==> config.mk <==
export PLATFORM = sky130hd
export DESIGN_NAME = approx_add_pipe
export DESIGN_NICKNAME = d
export VERILOG_FILES = /design/src/rtl/approx_add_pkg.sv /design/src/rtl/approx_add_seg.sv /design/src/rtl/approx_add_pipe.sv
export SDC_FILE = /design/constraint.sdc
export NUM_CORES = 1
export LEC_CHECK = 0
export ABC_CLOCK_PERIOD_IN_PS = 10220
export CAP_MARGIN = 20
export CELL_PAD_IN_SITES_DETAIL_PLACEMENT = 1
export CELL_PAD_IN_SITES_GLOBAL_PLACEMENT = 1
export CORE_UTILIZATION = 47
export CTS_BUF_LIST = sky130_fd_sc_hd__clkbuf_16
export DETAILED_ROUTE_END_ITERATION = 8
export PLACE_DENSITY = 0.83
export SYNTH_ARGS = -nofsm -noshare
export SYNTH_HDL_FRONTEND = slang
export SYNTH_SLANG_ARGS = --single-unit
==> constraint.sdc <==
create_clock -name CLK -period 10.22 [get_ports CLK]
set_clock_uncertainty 0.05 [all_clocks]
set_input_delay 3.066 -clock CLK [delete_from_list [all_inputs] [get_ports CLK]]
set_output_delay 3.066 -clock CLK [all_outputs]
set_load 0.02 [all_outputs]
==> src/rtl/approx_add_pkg.sv <==
// Shared definitions for the approximate adder pipeline: mode encodings,
// the widest result the helpers handle, and an absolute-difference helper.
package approx_add_pkg;

  // Widest result: W is at most 32, plus the carry-out bit
  localparam int MAX_OW = 33;

  // Encoding 3 is reserved and decodes as exact
  typedef enum logic [1:0] {
    MODE_EXACT = 2'd0,
    MODE_LOA   = 2'd1,
    MODE_TRUNC = 2'd2,
    MODE_RSVD  = 2'd3
  } mode_e;

  // |x - y| on unsigned operands; callers zero-extend to MAX_OW
  function automatic logic [MAX_OW-1:0] abs_diff(input logic [MAX_OW-1:0] x,
                                                 input logic [MAX_OW-1:0] y);
    return (x >= y) ? (x - y) : (y - x);
  endfunction

endpackage

==> src/rtl/approx_add_seg.sv <==
// N-bit ripple-carry adder slice with carry-in and carry-out.
module approx_add_seg #(
  parameter int N = 4
) (
  input  logic [N-1:0] a,
  input  logic [N-1:0] b,
  input  logic         cin,
  output logic [N-1:0] sum,
  output logic         cout
);

  // Explicit bit-serial carry chain, LSB first
  always_comb begin : ripple
    logic c;
    sum = '0;
    c   = cin;
    for (int i = 0; i < N; i++) begin
      sum[i] = a[i] ^ b[i] ^ c;
      c      = (a[i] & b[i]) | (c & (a[i] ^ b[i]));
    end
    cout = c;
  end

endmodule

==> src/rtl/approx_add_pipe.sv <==
// Two-stage approximate adder with valid/ready flow control and error
// statistics. Stage 1 resolves the low K bits and the carry into the upper
// part according to MODE; stage 2 adds the upper W-K bits. The exact sum
// travels with each item so the output side can measure the error.
module approx_add_pipe
  import approx_add_pkg::*;
#(
  parameter int W  = 8,
  parameter int K  = 4,
  parameter int CW = 16
) (
  input  logic          CLK,
  input  logic          RST_N,
  input  logic [W-1:0]  A,
  input  logic [W-1:0]  B,
  input  logic [1:0]    MODE,
  input  logic          IN_VALID,
  output logic          IN_READY,
  output logic [W:0]    O,
  output logic          OUT_VALID,
  input  logic          OUT_READY,
  output logic [CW-1:0] ERR_CNT,
  output logic [W:0]    MAX_ERR,
  input  logic          CLR_STAT
);

  localparam int HW     = W - K;
  localparam int STAGES = 2;

  typedef struct packed {
    logic [K-1:0]  lo;
    logic          cin;
    logic [HW-1:0] a_hi;
    logic [HW-1:0] b_hi;
    logic [W:0]    exact;
  } s1_t;

  typedef struct packed {
    logic [W:0] o;
    logic [W:0] exact;
  } s2_t;

  logic [STAGES:1]   vld_pipe;
  s1_t               s1_d, s1_q;
  s2_t               s2_d, s2_q;
  logic              adv1, adv2;
  logic [K-1:0]      lo_sum;
  logic              lo_cout;
  logic [HW-1:0]     hi_sum;
  logic              hi_cout;
  logic              out_hs;
  logic [MAX_OW-1:0] err;

  // A stage moves when it is empty or its successor moves; ready is
  // combinational from OUT_READY so a full-rate stream never bubbles.
  assign adv2     = !vld_pipe[2] || OUT_READY;
  assign adv1     = !vld_pipe[1] || adv2;
  assign IN_READY = adv1;

  approx_add_seg #(.N(K)) u_seg_lo (
    .a    (A[K-1:0]),
    .b    (B[K-1:0]),
    .cin  (1'b0),
    .sum  (lo_sum),
    .cout (lo_cout)
  );

  // Stage 1: pick the low bits and upper carry-in for the selected mode
  always_comb begin
    s1_d.lo    = lo_sum;
    s1_d.cin   = lo_cout;
    s1_d.a_hi  = A[W-1:K];
    s1_d.b_hi  = B[W-1:K];
    s1_d.exact = {1'b0, A} + {1'b0, B};
    case (mode_e'(MODE))
      MODE_LOA: begin
        s1_d.lo  = A[K-1:0] | B[K-1:0];
        s1_d.cin = A[K-1] & B[K-1];
      end
      MODE_TRUNC: begin
        s1_d.lo  = '0;
        s1_d.cin = 1'b0;
      end
      default: ;
    endcase
  end

  // Stage 1 register; payload only loads on a real acceptance
  always_ff @(posedge CLK or negedge RST_N) begin
    if (!RST_N) begin
      vld_pipe[1] <= 1'b0;
      s1_q        <= '0;
    end else if (adv1) begin
      vld_pipe[1] <= IN_VALID;
      if (IN_VALID) s1_q <= s1_d;
    end
  end

  approx_add_seg #(.N(HW)) u_seg_hi (
    .a    (s1_q.a_hi),
    .b    (s1_q.b_hi),
    .cin  (s1_q.cin),
    .sum  (hi_sum),
    .cout (hi_cout)
  );

  // Stage 2: assemble the full result with carry-out on top
  always_comb begin
    s2_d.o     = {hi_cout, hi_sum, s1_q.lo};
    s2_d.exact = s1_q.exact;
  end

  // Stage 2 register doubles as the output holding register under stall
  always_ff @(posedge CLK or negedge RST_N) begin
    if (!RST_N) begin
      vld_pipe[2] <= 1'b0;
      s2_q        <= '0;
    end else if (adv2) begin
      vld_pipe[2] <= vld_pipe[1];
      if (vld_pipe[1]) s2_q <= s2_d;
    end
  end

  assign O         = s2_q.o;
  assign OUT_VALID = vld_pipe[2];
  assign out_hs    = vld_pipe[2] && OUT_READY;
  assign err       = abs_diff(MAX_OW'(s2_q.exact), MAX_OW'(s2_q.o));

  // Error statistics on delivered results; clear takes priority
  always_ff @(posedge CLK or negedge RST_N) begin
    if (!RST_N) begin
      ERR_CNT <= '0;
      MAX_ERR <= '0;
    end else if (CLR_STAT) begin
      ERR_CNT <= '0;
      MAX_ERR <= '0;
    end else if (out_hs && (err != '0)) begin
      if (ERR_CNT != {CW{1'b1}}) ERR_CNT <= ERR_CNT + CW'(1);
      if (err > MAX_OW'(MAX_ERR)) MAX_ERR <= err[W:0];
    end
  end

endmodule

**After elaboration in Yosys (flattened, before gate mapping)**

Cells that the tools add are included.

- Register bits after elaboration: 67
- Bits of input ports: 23
- Output and inout port bits: 36
- Word-level logic and storage cells: 80

- $add $sub $neg: 4
- Order comparisons: 2
- Eq/ne operators: 3
- Multiplexer cells: 8
- Bitwise gates (word level): 38
- Reductions and logical operators: 14

Operator list:

| operator | count |
|---|---|
| 16-bit 2-to-1 mux | 3 |
| 33-bit by 9-bit greater-than comparator with 1-bit output | 1 |
| 33-bit 2-to-1 mux | 1 |
| 33-bit nonzero test | 1 |
| 9-bit 2-to-1 mux | 3 |
| 9-bit by 9-bit subtractor with 10-bit output | 2 |
| 16-bit by 1-bit adder with 16-bit output (second input constant) | 1 |
| 16-bit inequality test (second input constant) | 1 |
| 1-bit AND | 15 |
| 1-bit bitwise XOR | 15 |
| 5-bit case mux with 2 select lines | 1 |
| 8-bit by 8-bit adder with 9-bit output | 1 |
| 9-bit >= comparator | 1 |
| 2-bit AND reduction | 4 |
| 1-bit OR | 7 |
| 2-bit nonzero test | 3 |
| 4-bit OR | 1 |
| 2-bit by 1-bit equality test with 1-bit output (second input constant) | 1 |
| 2-bit equality test (second input constant) | 1 |
| 1-bit logical AND | 2 |
| 1-bit logical NOT | 2 |
| 1-bit logical OR | 2 |

**Logic depth before layout (Yosys ltp)**

Gate-level depths: netlist of run 1.

- Depth in word-level cells: 9
- Depth in mapped cells: 20
- Mapped depth without buffers: 18

**Modules after synthesis**

A second synthesis of run 1 with hierarchy kept.

- Cells, all modules: 541
- Area total of the unflattened synthesis: 5001.0 µm²

By module, submodules not included:

| module | times used | cells an instance | area each (µm²) | seq. area each (µm²) |
|---|---|---|---|---|
| approx_add_pipe | 1 | 513 | 4765.8 | 1676.6 |
| approx_add_seg | 2 | 14 | 117.6 | 0.0 |

**Least setup slack after synthesis of run 1**

OpenSTA, ideal clock, no wires.

- Path kind: input port to output port
- From: input OUT_READY
- To: output IN_READY
- Arrival: 3349 ps
- Required time: 7104 ps
- Path slack: 3755 ps
- Cell stages on the path: 1
- Buffers on the path: 0
- Path through: nand3b_1

- Longest elaborated chain between the ends: 2

RTL lines:

| element | line | RTL |
|---|---|---|
| start, declared | approx_add_pipe.sv:21 | `input logic OUT_READY,` |
| 1-bit logical OR | approx_add_pipe.sv:56 | `assign adv2 = !vld_pipe[2] \|\| OUT_READY;` |
| 1-bit logical OR | approx_add_pipe.sv:57 | `assign adv1 = !vld_pipe[1] \|\| adv2;` |
| end, declared | approx_add_pipe.sv:18 | `output logic IN_READY,` |

No other way between the ends.

**Worst setup path in the final report of run 1**

Ends and elaborated chain as after synthesis.

==> impl_metrics.py, run 1 <==
metrics = {
    "timing": {
        "rsz0062_at_grt": "no",
        "whs_ns": 0.439,
        "period_needed_ns": 7.43,
        "slew_headroom": 0.405,
        "fin_ws_ns": 2.79,
        "setup_tns_ns": 0,
        "period_share": 0.727,
        "setup_violations": 0,
        "hold_violations": 0,
        "worst_pin_slew_ns": 0.890,
        "max_freq_ghz": 0.135,
        "final-max-slew-violation-count": 0,
    },
    "layout": {
        "final_cell_mix": "dfrtp_1, clkdlybuf4s50_1, inv_1",
        "stdcell_area_um2": 5780,
        "nets": 624,
        "drive_gt1_frac": 0.117,
        "stdcell_count": 689,
        "antenna_cells": 0,
        "area_growth_pct": 18.8,
        "final_common_cell": "dfrtp_1",
        "final_core_util": 0.583,
    },
    "clock_network": {
        "ctsHtreeMaxLevel": 3,
        "clock_latency_ns": 0.33,
        "holdBufCountCts": 0,
        "clock_sinks": 67,
        "cts_tree": "yes",
        "clk_pin_slew_ns": 0.06,
        "numCtsBuffers": 9,
        "cts_resized": 0,
        "cts-root-buf": "clkbuf_16",
        "clockBufferDepth": 2,
        "cts_setup_buffers": 0,
    },
    "yosys": {
        "synth_nets": 582,
        "synth_edf_count": 0,
        "synth_fa_ha_area_frac": 0.142,
        "ys_async_sr_fraction": 1.00,
        "synth_xor_xnor_area_share": 0.0306,
        "synth_compound_area_frac": 0.150,
        "synth_top_family_by_area": "simple AND/OR/NAND/NOR gates",
        "syn_inst": 509,
        "synth_cell_types": 60,
        "ys_ff_latch": 67,
        "syn_area_um2": 4870,
        "muxShareOfSynthArea": 0.102,
        "syn_area_per_cell_um2": 9.56,
        "seq_area_frac_synth": 0.344,
        "yosysWarnings": 0,
        "synth_ff_type": "dfrtp_1",
        "synthSimpleGateAreaFrac": 0.150,
    },
    "outcome": {
        "status": "finished, final reports clean",
    },
    "job": {
        "max_cap_violations": 0,
    },
    "grt": {
        "gr-total-overflow": 0,
        "grt_max_degree": 68,
        "grt_antenna_before_repair": 0,
        "grt_pass1_wl_um": 20800,
        "grt_pass1_vias": 4215,
        "grt_usage": 0.239,
    },
    "placed_design": {
        "hpwl_um": 8600,
        "gp_congestion": 0.845,
        "place_area_um2": 5460,
        "placed_cells": 673,
        "place_ws_ns": 2.80,
        "portBuffers": 58,
    },
    "routing": {
        "drt_iter0_drc": 129,
        "ant_nets": 0,
        "firstDrtPassIters": 5,
        "routedWlPerCell_um": 17.3,
        "wl_um": 11900,
        "viasPerCell": 5.63,
        "vias": 3878,
        "drc": 0,
    },
    "setup_path": {
        "crit_arrival_ns": 4.31,
        "crit_path_start_kind": "primary input",
        "crit_type": "primary input to primary output",
        "critPathSlowestCell": "clkdlybuf4s50_1",
        "endpoint_kind": "primary output",
        "crit_fanout": 3,
        "worst_path_most_repeated_cell": "clkdlybuf4s50_1",
        "required_ns": 7.10,
        "crit_chain": "clkdlybuf4s50_1, nand3b_1, clkdlybuf4s50_1",
        "cp_num_buf_inv": 2,
        "cp_slowest_stage_delay_ns": 0.62,
        "path_delay_family": "buffers and inverters",
    },
    "floorplan": {
        "die_w_um": 104,
        "ios": 59,
        "die_h_um": 104,
        "coreArea_um2": 9910,
        "start_util": 0.491,
        "rows": 36,
        "dieArea_um2": 10800,
    },
    "pwr": {
        "p_per_area_nw_per_um2": 296,
        "power_mw": 1.71,
        "p_leak_nw": 2.60,
        "vdd_ir_drop_max_v": 0.000120,
    },
    "worst_hold_path": {
        "min_path_type": "register to register",
    },
}
[area by class of cell]
cell class / instances / area, um2
clock buffer: 9 / 225
clock inverter: 7 / 93.8
fill: 1126 / 4130
inverter: 55 / 206
multi-input combinational: 356 / 2810
sequential: 67 / 1680
tap: 133 / 166
timing repair buffer: 62 / 606
[layer usage]
layer,wire length (um),up-vias,track usage
met4,344,0,0.102
met2,6080,55,0.421
met3,209,31,0.0321
met1,5280,1940,0.292
li1,-,1852,-
met5,0,-,0
[cell families (layout without fill, tap and decap cells)]
| family | count (synthesis) | count (layout) |
|---|---|---|
| AND/OR/NAND/NOR | 132 | 132 |
| buffers and inverters | 86 | 133 |
| flip-flops | 67 | 67 |
| XOR/XNOR | 17 | 17 |
| AO/OA/AOI/OAI | 113 | 113 |
| adder cells (fa/ha/maj) | 50 | 50 |
| multiplexers | 44 | 44 |
[synth_stat cells, drive strengths merged, types with 8 or more instances]
master | number | area share
fa | 9 | 0.037
xnor2 | 12 | 0.022
dfrtp | 67 | 0.34
nor2 | 20 | 0.015
nand2b | 9 | 0.012
nand3 | 14 | 0.014
and3 | 8 | 0.012
o21ai | 30 | 0.031
inv | 55 | 0.042
nand2 | 29 | 0.022
a21o | 8 | 0.012
mux2 | 37 | 0.087
clkbuf | 9 | 0.0069
nor3 | 9 | 0.013
a21oi | 38 | 0.039
nor2b | 11 | 0.014
ha | 41 | 0.11
buf | 22 | 0.032
[state kept, by name (all words and copies together) (netlist names)]
name       flops
s1_q          22
vld_pipe       1
OUT_VALID      1
O              9
MAX_ERR        9
s2_q           9
ERR_CNT       16
[report_power, final]
| group | total [mW] | leakage, nW | switching, mW | internal (mW) |
|---|---|---|---|---|
| Clock | 0.331 | 0.157 | 0.118 | 0.213 |
| Sequential | 0.367 | 0.849 | 0.0473 | 0.320 |
| Combinational | 1.01 | 1.60 | 0.579 | 0.433 |
| Total | 1.71 | 2.60 | 0.744 | 0.965 |
[worst paths after layout]
kind                                      startpoint                endpoint  slack, ns  cells after the start
worst max-delay path                       OUT_READY                IN_READY       2.79                      3
worst min-delay path            s1_q[18]$_DFFE_PN0P_    s1_q[18]$_DFFE_PN0P_       0.44                      2
worst max register to register   s2_q[0]$_DFFE_PN0P_  MAX_ERR[2]$_DFFE_PN0P_       5.56                     18
worst min register to register  s1_q[18]$_DFFE_PN0P_    s1_q[18]$_DFFE_PN0P_       0.44                      2
max in group asynchronous                      RST_N  MAX_ERR[8]$_DFFE_PN0P_       6.70                      2
min in group asynchronous                      RST_N    s1_q[17]$_DFFE_PN0P_       2.87                      2
[worst min-delay path: stages, from the launching register on]
cell and delay (ns):
dfrtp_1 0.35, nand2_1 0.05, o21ai_0 0.06
No activity file was read; power rests on OpenSTA's default activity.
==> inputs of run 2 (changes only) <==
Settings changed: ABC_CLOCK_PERIOD_IN_PS 10220 to 7000, CORE_UTILIZATION 47 to 44, PLACE_DENSITY 0.83 to 0.78.
Clock period 10.22 ns to 7 ns, I/O delays scaled along.
==> run 2 against run 1 <==
- utilization shrank 4.6 points
- count of clock-buffer cells in the layout is the same
- sequential share of layout area shrank 0.081 points
- register-to-register slack lost 3.3 ns
- worst setup slack lost 1.3 ns
- design area grew 0.28%
- critical path type unchanged
- critical endpoint unchanged
- largest cell class unchanged
==> impl_metrics.py, run 2 (synthesis results as in run 1) <==
metrics = {
    "setup_path": {
        "crit_chain": "clkdlybuf4s50_1, nand3b_1, clkdlybuf4s50_1",
        "r2r_cells": 18,
        "r2r-end": "MAX_ERR[0]$_DFFE_PN0P_",
        "reg2reg_slack_ns": 2.28,
        "cp_num_buf_inv": 2,
        "crit_type": "primary input to primary output",
        "crit_arrival_ns": 3.35,
        "path_delay_family": "buffers and inverters",
        "worst_path_most_repeated_cell": "clkdlybuf4s50_1",
        "cp_slowest_stage_delay_ns": 0.63,
        "r2r-start": "s2_q[0]$_DFFE_PN0P_",
        "endpoint_kind": "primary output",
        "crit_path_start_kind": "primary input",
        "required_ns": 4.85,
        "crit_fanout": 3,
        "critPathSlowestCell": "clkdlybuf4s50_1",
    },
    "layout": {
        "multiInputGateArea_um2": 2810,
        "stdcell_area_um2": 5800,
        "top_regs": "s1_q: 22 flops, ERR_CNT: 16 flops",
        "regMostFlops": "s1_q",
        "area_growth_pct": 19.1,
        "final_cell_mix": "dfrtp_1, clkdlybuf4s50_1, inv_1",
        "fillCellCount": 1222,
        "largest_register_ff_count": 22,
        "final_common_cell": "dfrtp_1",
        "nets": 624,
        "antenna_cells": 0,
        "seqCellArea_um2": 1680,
        "drive_gt1_frac": 0.115,
    },
    "worst_hold_path": {
        "whs_path_depth": 2,
        "min_to": "s1_q[18]$_DFFE_PN0P_",
        "min_path_type": "register to register",
        "min-delay-start": "s1_q[18]$_DFFE_PN0P_",
    },
    "grt": {
        "grt_max_degree": 68,
        "grt_antenna_before_repair": 0,
        "grt_pass1_wl_um": 20800,
        "grt_usage": 0.232,
        "gr-total-overflow": 0,
        "grt_pass1_vias": 4247,
    },
    "clock_network": {
        "cts-root-buf": "clkbuf_16",
        "holdBufCountCts": 0,
        "clock_sinks": 67,
        "clk_pin_slew_ns": 0.05,
        "clockBufferDepth": 2,
        "cts_setup_buffers": 0,
        "cts_resized": 0,
        "cts_tree": "yes",
        "ctsHtreeMaxLevel": 3,
        "clock_latency_ns": 0.34,
        "numCtsBuffers": 9,
    },
    "timing": {
        "rsz0062_at_grt": "no",
        "setup_tns_ns": 0,
        "period_needed_ns": 5.50,
        "setup_violations": 0,
        "max_freq_ghz": 0.182,
        "final-max-slew-violation-count": 0,
        "hold_violations": 0,
        "period_share": 0.786,
        "worst_pin_slew_ns": 0.887,
        "slew_headroom": 0.409,
    },
    "routing": {
        "viasPerCell": 5.57,
        "met2_length_um": 6190,
        "firstDrtPassIters": 4,
        "m1WireLength_um": 5570,
        "vias": 3868,
        "routedWlPerCell_um": 17.7,
        "wl_um": 12300,
        "routed.top_layer": "met4",
        "ant_nets": 0,
        "drc": 0,
        "drt_iter0_drc": 142,
        "dr_wl_met3_um": 315,
    },
    "job": {
        "max_cap_violations": 0,
    },
    "floorplan": {
        "die_w_um": 107,
        "ios": 59,
        "die_h_um": 107,
        "coreArea_um2": 10800,
        "start_util": 0.451,
        "dieArea_um2": 11500,
        "rows": 38,
    },
    "placed_design": {
        "hpwl_um": 8870,
        "gp_congestion": 0.851,
        "portBuffers": 58,
        "place_area_um2": 5460,
    },
    "pwr": {
        "p_per_area_nw_per_um2": 436,
        "p_leak_nw": 2.60,
        "power_mw": 2.53,
        "vdd_ir_drop_max_v": 0.000213,
    },
    "outcome": {
        "status": "finished, final reports clean",
    },
}
[run 2: changes by cell type in the layout (fill, tap and decap cells not counted), sizes merged]
cell / change
inv: -1
[run 2: layout make-up]
| type | count | area share |
|---|---|---|
| Timing Repair Buffer | 62 | 0.108 |
| Multi-Input combinational cell | 356 | 0.484 |
| Sequential cell | 67 | 0.289 |
| Inverter | 55 | 0.0356 |
| Clock buffer | 9 | 0.0388 |
| Clock inverter | 6 | 0.0140 |
| Tap cell | 140 | 0.0302 |
[run 2: tightest hold or removal path, stage by stage, from the launching register on]
cell and delay, ns:
dfrtp_1 0.34, nand2_1 0.05, o21ai_0 0.06
[run 2: per-stage QoR]
| step | std cells | utilization | setup WS, ns | hold slack, ns |
|---|---|---|---|---|
| global route | 695 | 0.537 | 1.43 | 0.484 |
| global placement | 679 | 0.506 | 1.52 | 0.414 |
| CTS | 694 | 0.535 | 1.50 | 0.446 |
| finish | 695 | 0.537 | 1.50 | 0.438 |
| floorplan | 509 | - | 2.47 | 0.395 |
| detailed placement | 679 | 0.506 | 1.50 | 0.417 |
[run 2: how the worst max path moves through the flow]
stage               startpoint        to  depth (start not counted)  slack, ns
floorplan            OUT_READY  IN_READY                          1       2.47
global placement     OUT_READY  IN_READY                          3       1.52
detailed placement   OUT_READY  IN_READY                          3       1.50
CTS                  OUT_READY  IN_READY                          3       1.50
global route         OUT_READY  IN_READY                          3       1.43
finish               OUT_READY  IN_READY                          3       1.50
[run 2: report_power, final]
group / internal [mW] / total (mW) / switching (mW)
registers: 0.467 / 0.540 / 0.0732
logic: 0.637 / 1.50 / 0.863
clock network: 0.307 / 0.485 / 0.178
[run 2: per-layer routing]
layer / vias up / track usage
li1: 1836 / -
met2: 58 / 0.408
met1: 1954 / 0.288
met4: 0 / 0.0822
met3: 20 / 0.0353
met5: - / 0
==> inputs of run 3 (changes only) <==
Settings changed: ABC_CLOCK_PERIOD_IN_PS 7000 to 4800, CORE_UTILIZATION 44 to 40, PLACE_DENSITY 0.78 to 0.75.
Clock period 7 ns to 4.8 ns, I/O delays scaled along.
==> run 3 against run 2 <==
- the flow now finishes with violations (DRC)
- global-route usage is 2.7 points lower
- worst hold slack worse by 0.0084 ns
- routed wire length is 2.2% lower
- highest routed layer unchanged
- sequential cell count stayed put
- sequential share of layout area is 0.23 points lower
- register-to-register slack worse by 1.8 ns
==> impl_metrics.py, run 3 (synthesis results as in run 1) <==
metrics = {
    "outcome": {
        "status": "finished with violations",
        "violations": "DRC",
    },
    "clock_network": {
        "clk_pin_slew_ns": 0.06,
        "cts-root-buf": "clkbuf_16",
        "ctsHtreeMaxLevel": 3,
        "cts_setup_buffers": 0,
        "cts_tree": "yes",
        "clockBufferDepth": 2,
        "numCtsBuffers": 9,
        "clock_sinks": 67,
        "clock_latency_ns": 0.34,
        "cts_resized": 0,
        "holdBufCountCts": 0,
    },
    "routing": {
        "routedWlPerCell_um": 17.1,
        "drt_iter0_drc": 142,
        "firstDrtPassIters": 6,
        "drc": 2,
        "vias": 3858,
        "ant_nets": 0,
        "wl_um": 12000,
        "viasPerCell": 5.49,
    },
    "timing": {
        "period_share": 0.891,
        "slew_headroom": 0.394,
        "period_needed_ns": 4.28,
        "setup_violations": 0,
        "final-max-slew-violation-count": 0,
        "max_freq_ghz": 0.234,
        "rsz0062_at_grt": "no",
        "fin_ws_ns": 0.524,
        "worst_pin_slew_ns": 0.906,
        "hold_violations": 0,
        "setup_tns_ns": 0,
    },
    "layout": {
        "drive_gt1_frac": 0.125,
        "area_growth_pct": 20.1,
        "final_common_cell": "dfrtp_1",
        "nets": 628,
        "final_core_util": 0.503,
        "top_regs": "s1_q: 22 flops, ERR_CNT: 16 flops",
        "largest_register_ff_count": 22,
        "stdcell_area_um2": 5840,
        "antenna_cells": 0,
        "regMostFlops": "s1_q",
        "final_cell_mix": "dfrtp_1, clkdlybuf4s50_1, inv_1",
    },
    "grt": {
        "grt_antenna_before_repair": 0,
        "grt_max_degree": 37,
        "grt_pass1_wl_um": 20500,
        "gr-total-overflow": 0,
        "grt_usage": 0.205,
        "grt_pass1_vias": 4152,
    },
    "floorplan": {
        "coreArea_um2": 11600,
        "die_h_um": 112,
        "ios": 59,
        "dieArea_um2": 12600,
        "start_util": 0.419,
        "die_w_um": 112,
        "rows": 39,
    },
    "placed_design": {
        "place_ws_ns": 0.328,
        "gp_congestion": 0.892,
        "hpwl_um": 9150,
        "portBuffers": 58,
        "place_area_um2": 5500,
    },
    "pwr": {
        "cell_internal_pwr_mw": 2.10,
        "power_mw": 3.74,
        "p_switching_mw": 1.63,
        "p_leak_nw": 2.63,
        "vdd_ir_drop_max_v": 0.000221,
        "p_seq_frac": 0.209,
        "pwr-share-comb": 0.600,
        "clkPwrFrac": 0.190,
        "switching_share": 0.438,
        "p_per_area_nw_per_um2": 639,
    },
    "setup_path": {
        "crit_type": "register to register",
        "crit_path_start_kind": "register",
        "required_ns": 5.00,
        "crit_arrival_ns": 4.48,
        "crit_fanout": 14,
        "endpoint_kind": "register",
    },
    "job": {
        "max_cap_violations": 0,
    },
    "worst_hold_path": {
        "min_path_type": "register to register",
    },
}
[run 3: layout make-up]
type                    count  area [um2]
clock buffers               9         225
clock inverters             7        92.6
fillers                  1305        5770
inverters                  55         206
multi-input cells         356        2810
flip-flops and latches     67        1680
well taps                 143         179
repair buffers             66         656
[run 3: path summary, 6_finish.rpt]
check | endpoint | from | depth (start not counted) | slack, ns
worst max-delay path | MAX_ERR[5]$_DFFE_PN0P_ | s2_q[0]$_DFFE_PN0P_ | 19 | 0.52
max in group asynchronous | MAX_ERR[3]$_DFFE_PN0P_ | RST_N | 2 | 2.74
worst min register to register | s1_q[4]$_DFFE_PN0P_ | s1_q[4]$_DFFE_PN0P_ | 2 | 0.43
worst max register to register | MAX_ERR[5]$_DFFE_PN0P_ | s2_q[0]$_DFFE_PN0P_ | 19 | 0.52
worst min-delay path | s1_q[4]$_DFFE_PN0P_ | s1_q[4]$_DFFE_PN0P_ | 2 | 0.43
min in group asynchronous | s2_q[6]$_DFFE_PN0P_ | RST_N | 1 | 1.14
[run 3: worst max-delay path, stage by stage, from the launching register on]
cell      delay (ns)
dfrtp_1         0.40
inv_1           0.07
ha_1            0.16
inv_1           0.05
fa_1            0.41
a21o_1          0.22
o211ai_1        0.17
and3b_2         0.42
mux2i_1         0.14
xnor2_1         0.43
ha_1            0.34
o21ai_0         0.16
a21oi_1         0.09
o21ai_0         0.09
a21o_1          0.11
a21oi_1         0.08
o21ai_1         0.33
buf_4           0.21
o21ai_1         0.06
a21oi_1         0.18
[run 3: routing by layer]
metal,routed length (um),track usage,vias up
met5,0,0,-
met4,232,0.0702,0
met3,429,0.0448,24
met2,5950,0.352,67
met1,5420,0.256,1918
li1,-,-,1849
[run 3: per-stage QoR]
step,instances,hold slack [ns]
floorplan,509,0.395
global placement,686,0.409
detailed placement,686,0.424
CTS,702,0.437
global route,703,0.463
finish,703,0.430
[run 3: power by group through the flow]
stage	Clock [mW]	Combinational (mW)	Sequential [mW]
after detailed placement	0	2.21	0.795
after global placement	0	2.13	0.783
after CTS	0.726	2.24	0.785
final	0.712	2.24	0.782
after global routing	0.753	2.47	0.800
after floorplan	0	1.64	0.789
